File: src/rtl/seq_divider_if.sv
// rtl/seq_divider_if.sv - datapath/divider handshake bundle; unsigned_op exists only with DIVU_EN
interface seq_divider_if;
  logic        start;
  logic [31:0] dividend;
  logic [31:0] divisor;
`ifdef DIVU_EN
  logic        unsigned_op;
`endif
  logic [31:0] hi_out;
  logic [31:0] lo_out;
  logic        busy;
  logic        done;
  logic        div_zero;

`ifdef DIVU_EN
  modport master (output start, dividend, divisor, unsigned_op,
                  input  hi_out, lo_out, busy, done, div_zero);
  modport slave  (input  start, dividend, divisor, unsigned_op,
                  output hi_out, lo_out, busy, done, div_zero);
`else
  modport master (output start, dividend, divisor,
                  input  hi_out, lo_out, busy, done, div_zero);
  modport slave  (input  start, dividend, divisor,
                  output hi_out, lo_out, busy, done, div_zero);
`endif
endinterface

File: src/rtl/seq_divider.sv
// rtl/seq_divider.sv - 32-bit multi-cycle restoring divider (MIPS DIV; DIVU when DIVU_EN is defined)
module seq_divider (
  input  logic          clock,
  input  logic          reset,
  seq_divider_if.slave  bus
);
  localparam logic [1:0] IDLE = 2'd0;
  localparam logic [1:0] CALC = 2'd1;
  localparam logic [1:0] SIGN = 2'd2;
  localparam logic [1:0] DONE = 2'd3;

  logic [1:0]  state;
  logic [5:0]  count;
  logic [31:0] rem;
  logic [31:0] quo;
  logic [31:0] dividendShift;
  logic [31:0] absDivisor;
  logic        negQuo;
  logic        negRem;
  logic [31:0] hiReg;
  logic [31:0] loReg;
  logic        busyReg;
  logic        doneReg;
  logic        divZeroReg;
  logic        signedOp;
  logic [32:0] remShift;
  logic        remGe;

`ifdef DIVU_EN
  assign signedOp = ~bus.unsigned_op;
`else
  assign signedOp = 1'b1;
`endif

  // Dividend magnitude is shifted out MSB-first into the partial remainder.
  assign remShift = {rem, dividendShift[31]};
  assign remGe    = (remShift >= {1'b0, absDivisor});

  always_ff @(posedge clock or negedge reset) begin
    if (!reset) begin
      state         <= IDLE;
      count         <= '0;
      rem           <= '0;
      quo           <= '0;
      dividendShift <= '0;
      absDivisor    <= '0;
      negQuo        <= 1'b0;
      negRem        <= 1'b0;
      hiReg         <= '0;
      loReg         <= '0;
      busyReg       <= 1'b0;
      doneReg       <= 1'b0;
      divZeroReg    <= 1'b0;
    end else begin
      doneReg    <= 1'b0;
      divZeroReg <= 1'b0;
      case (state)
        IDLE, DONE: begin
          if (!bus.start) begin
            state <= IDLE;
          end else if (bus.divisor == 32'd0) begin
            state      <= DONE;
            doneReg    <= 1'b1;
            divZeroReg <= 1'b1;
          end else begin
            // Negating 0x80000000 yields 0x80000000, which is the exact unsigned magnitude.
            dividendShift <= (signedOp && bus.dividend[31]) ? -bus.dividend : bus.dividend;
            absDivisor    <= (signedOp && bus.divisor[31])  ? -bus.divisor  : bus.divisor;
            negQuo        <= signedOp && (bus.dividend[31] ^ bus.divisor[31]);
            negRem        <= signedOp && bus.dividend[31];
            count         <= '0;
            rem           <= '0;
            quo           <= '0;
            busyReg       <= 1'b1;
            state         <= CALC;
          end
        end
        CALC: begin
          dividendShift <= {dividendShift[30:0], 1'b0};
          if (remGe) begin
            rem <= remShift[31:0] - absDivisor;
            quo <= {quo[30:0], 1'b1};
          end else begin
            rem <= remShift[31:0];
            quo <= {quo[30:0], 1'b0};
          end
          count <= count + 6'd1;
          if (count == 6'd31) begin
            state <= SIGN;
          end
        end
        SIGN: begin
          loReg   <= negQuo ? -quo : quo;
          hiReg   <= negRem ? -rem : rem;
          busyReg <= 1'b0;
          doneReg <= 1'b1;
          state   <= DONE;
        end
        default: state <= IDLE;
      endcase
    end
  end

  assign bus.hi_out   = hiReg;
  assign bus.lo_out   = loReg;
  assign bus.busy     = busyReg;
  assign bus.done     = doneReg;
  assign bus.div_zero = divZeroReg;
endmodule

File: src/flat_wrapper.sv
// flat-port wrapper written by rule: the top's interface ports become plain ports
module seq_divider_flat 
  (clock, reset, bus_start, bus_dividend, bus_divisor, bus_hi_out, bus_lo_out, bus_busy, bus_done, bus_div_zero);
  seq_divider_if bus_i ();
  input  logic clock;
  input  logic reset;
  input wire logic [$bits(bus_i.start)-1:0] bus_start;
  input wire logic [$bits(bus_i.dividend)-1:0] bus_dividend;
  input wire logic [$bits(bus_i.divisor)-1:0] bus_divisor;
  output wire logic [$bits(bus_i.hi_out)-1:0] bus_hi_out;
  output wire logic [$bits(bus_i.lo_out)-1:0] bus_lo_out;
  output wire logic [$bits(bus_i.busy)-1:0] bus_busy;
  output wire logic [$bits(bus_i.done)-1:0] bus_done;
  output wire logic [$bits(bus_i.div_zero)-1:0] bus_div_zero;
  assign bus_i.start = bus_start;
  assign bus_i.dividend = bus_dividend;
  assign bus_i.divisor = bus_divisor;
  assign bus_hi_out = bus_i.hi_out;
  assign bus_lo_out = bus_i.lo_out;
  assign bus_busy = bus_i.busy;
  assign bus_done = bus_i.done;
  assign bus_div_zero = bus_i.div_zero;
  seq_divider u_core (.clock(clock), .reset(reset), .bus(bus_i));
endmodule
File: config.mk
export PLATFORM = sky130hd
export DESIGN_NAME = seq_divider_flat
export DESIGN_NICKNAME = d
export VERILOG_FILES = /design/src/rtl/seq_divider_if.sv /design/src/rtl/seq_divider.sv /design/src/flat_wrapper.sv
export SDC_FILE = /design/constraint.sdc
export NUM_CORES = 1
export LEC_CHECK = 0
export ABC_CLOCK_PERIOD_IN_PS = 3830
export CAP_MARGIN = 30
export CORE_ASPECT_RATIO = 1.2
export CORE_UTILIZATION = 53
export CTS_BUF_LIST = sky130_fd_sc_hd__clkbuf_4
export DETAILED_ROUTE_END_ITERATION = 7
export PLACE_DENSITY = 0.78
export SYNTH_ARGS = -nofsm -noshare
export SYNTH_HDL_FRONTEND = slang
export SYNTH_SLANG_ARGS = --single-unit
File: constraint.sdc
create_clock -name clock -period 3.83 [get_ports clock]
set_input_delay 0.5745 -clock clock [delete_from_list [all_inputs] [get_ports clock]]
set_output_delay 0.5745 -clock clock [all_outputs]
set_load 0.01 [all_outputs]
==> metrics.md <==
| Metric | Value |
|---|---|
| Peak VDD IR | 0.319 mV |
| Status | complete, no violations |
| Port Buffer Count | 133 |
| CTS tree | done |
| Ys Warns | 0 |
| Clock Latency Late Sink | 660 ps |
| Core region area | 22,600 µm² |
| Synth Area in Adders | 4.14% |
| DIE HEIGHT | 169 µm |
| Layout cells sized above 1 | 8.52% |
| Compound-Gate Fraction of Synth Area | 20.1% |
| Placer Congestion | 0.917 |
| Slew @ Worst Pin | 1000 ps |
| Final wirelength | 28,800 µm |
| Simple-Gate Fraction of Synth Area | 17.8% |
| Nets | 1,686 |
| Min setup slack post-route | 108 ps |
| Setup-failing EPs final | 0 |
| Synthesized flop and latch total | 205 |
| Root Buffer | clkbuf_4 |
| Tightest slew margin relative to the limit | 33.2% |
| Cells after Synth | 1,446 |
| Die area | 23,700 µm² |
| Critical Path RT | 4370 ps |
| Largest net degree at the start of global routing | 91 |
| Seq/Total Area, Yosys | 41.8% |
| Vias in the first global route | 10,100 |
| DRT antenna net count | 0 |
| Detail Placement HPWL | 20,900 µm |
| DR pass1 iterations | 5 |
| Fmax | 0.269 GHz |
| Max-Cap Viols | 0 |
| Sink Count | 205 |
| Avg Cell Area, Syn | 8.48 µm² |
| Number of synthesized flops with an enable pin | 0 |
| Vias post-DR | 10,800 |
| Worst-path fanout max | 4 |
| Area growth, synth to finish | 20.6% |
| First-pass GRT wire length | 48,500 µm |
| TritonCTS Buffers | 50 |
| Critical path launch point type | flop |
| Power density cells | 802 nW/µm² |
| Mux contribution to synthesized area | 1.27% |
| Vias per inst | 5.58 |
| Distinct cells, synth | 52 |
| Synth Cell Area | 12,300 µm² |
| Unrepaired setup endpoints after global routing | no |
| Die X | 141 µm |
| Count of final hold-check violations | 0 |
| H-tree depth | 2 |
| Power, Total | 0.0119 W |
| Crit. End Element | flop |
| WL/cell | 14.9 µm |
| Starting Density | 54.3% |
| Final slew viol count | 0 |
| Clock buffer depth | 3 |
| All-Layer GR Usage | 24.9% |
| Final Skew | 36.7 ps |
| Period utilization | 97.2% |
| Placement Setup Slack | -6.21 ps |
| Leak | 6.56 nW |
| Gr ovfl total | 0 |
| # DRC | 0 |
| I/O pins | 134 |
| WS Path Type | flop to flop |
| Worst-path clk slew | 70 ps |
| Post-synth ARST share | 100% |
| Total Neg Setup Slack | 0 ps |
| Hold crit path type | input port to asynchronous set/reset pin |
| Row cnt | 60 |
| Post-synth net total | 1,553 |
| Largest family of logic cells by synthesized area | compound AO/OA/AOI/OAI gates |
| Initial antenna violation count | 1 |
| Synth Area in XOR/XNOR | 10.6% |
| Worst EP arrival | 4270 ps |
| 1st-iter DRT viols | 623 |
| Top FF cell, synth | dfrtp_1 |
| Period minus WS final | 3720 ps |
| # fillers | 1,898 |
[sequential cells by signal (all words and copies together), names as in the netlist, 2 cells and up]
signal / count
u_core.dividendShift: 32
u_core.count: 6
u_core.rem: 32
u_core.bus.hi_out: 32
u_core.bus.lo_out: 32
u_core.absDivisor: 32
u_core.state: 2
u_core.quo: 32
[report_power, final]
part | switching, W | leakage, nW | internal [W]
clock network | 0.000878 | 0.408 | 0.00108
registers | 0.000568 | 2.59 | 0.00298
logic | 0.00368 | 3.56 | 0.00267
total | 0.00513 | 6.56 | 0.00674
[repair_timing]
action | CTS | global route
endpoints found under the setup margin | 0 | 4
setup buffers | 0 | 1
hold endpoints to repair | 70 | 0
resized for setup | 0 | 5
hold buffers | 1 | 0
[path summary, 6_finish.rpt]
kind                                          start                  endpoint  slack [ps]  cells after the start
max                                   u_core.quo[8]     u_core.bus.lo_out[28]         110                      9
min in group clock         u_core.dividendShift[20]  u_core.dividendShift[20]         480                      2
min reg2reg                u_core.dividendShift[20]  u_core.dividendShift[20]         480                      2
max in group asynchronous                     reset     u_core.absDivisor[29]        2300                      3
max reg2reg                           u_core.quo[8]     u_core.bus.lo_out[28]         110                      9
min                                           reset      u_core.bus.hi_out[8]         450                      2
[metal layers]
layer | vias up | wire length [µm] | global-route usage, %
li1 | 5374 | - | -
met4 | 0 | 665 | 8.88
met5 | - | 0 | 0
met2 | 279 | 13200 | 39.3
met1 | 5076 | 13600 | 35.2
met3 | 50 | 1350 | 3.31
[layout make-up]
class	count	area, µm²	share of cell area, %
flip-flops and latches	205	5130	34.7
inverters	53	199	1.35
clock inverters	20	160	1.08
repair buffers	167	1680	11.3
multi-input cells	1102	6690	45.2
diodes	1	2.50	0.0169
clock buffers	73	548	3.71
well taps	310	388	2.62
[logic make-up after synthesis]
group,count (synthesis)
xor gates and xnor gates,149
buffers and inverters,139
muxes,15
and+or+nand+nor,480
adders and majority gates,40
AOI/OAI and AO/OA,418
DFF,205
[per-stage QoR]
step | area, µm² | hold WS, ps | instances | utilization (%)
after floorplan | 12300 | 279 | 1446 | -
after CTS | 14800 | 455 | 1929 | 65.3
after detailed placement | 14000 | 470 | 1835 | 62.1
after global placement | 14000 | 461 | 1834 | 62.0
final | 14800 | 452 | 1931 | 65.4
after global routing | 14800 | 481 | 1931 | 65.4
[Yosys cell counts (all sizes together) (5+ instances only)]
cell | count | area share (%)
dfrtp | 205 | 42
nand2 | 203 | 6.2
o21ai | 164 | 6.7
a21oi | 135 | 5.5
nor2 | 131 | 4.0
xor2 | 101 | 7.2
clkbuf | 70 | 2.1
inv | 53 | 1.6
xnor2 | 48 | 3.4
nand3 | 40 | 1.6
ha | 39 | 4.0
o31ai | 38 | 2.4
or3 | 31 | 1.6
or4 | 30 | 2.1
o41ai | 17 | 1.3
buf | 16 | 0.49
a32oi | 11 | 0.79
mux2i | 11 | 0.90
nor3 | 11 | 0.45
nand4 | 10 | 0.51
a21o | 8 | 0.49
nand2b | 8 | 0.41
o21a | 6 | 0.37
a211oi | 5 | 0.31
a22o | 5 | 0.36
nor2b | 5 | 0.26
o211ai | 5 | 0.31
o21bai | 5 | 0.31
[critical path, stage by stage (launching register included)]
cell and delay [ps]:
dfrtp_1 380, or4_4 560, or4_4 430, or3_1 370
or4_4 450, or4_1 520, or4_4 480, o31ai_4 190
xor2_1 160, a21oi_1 80
[cell usage in the layout (no fill, tap or decap), types with 7 or more instances in the layout]
master and instances:
dfrtp_1 205, xnor2_1 48, nand4_1 10, nor3_1 11
nand2b_1 8, or4_4 7, ha_1 37, mux2i_1 11
clkdlybuf4s50_1 132, clkbuf_4 73, nand3_1 40, inv_1 53
buf_4 27, or3_1 31, nand2_1 203, o21ai_0 161
clkinv_1 14, a21oi_1 135, o41ai_1 16, xor2_1 101
or4_1 23, o31ai_1 37, a32oi_1 11, a21o_1 8
nor2_1 130
(Power assumes the default switching activity.)
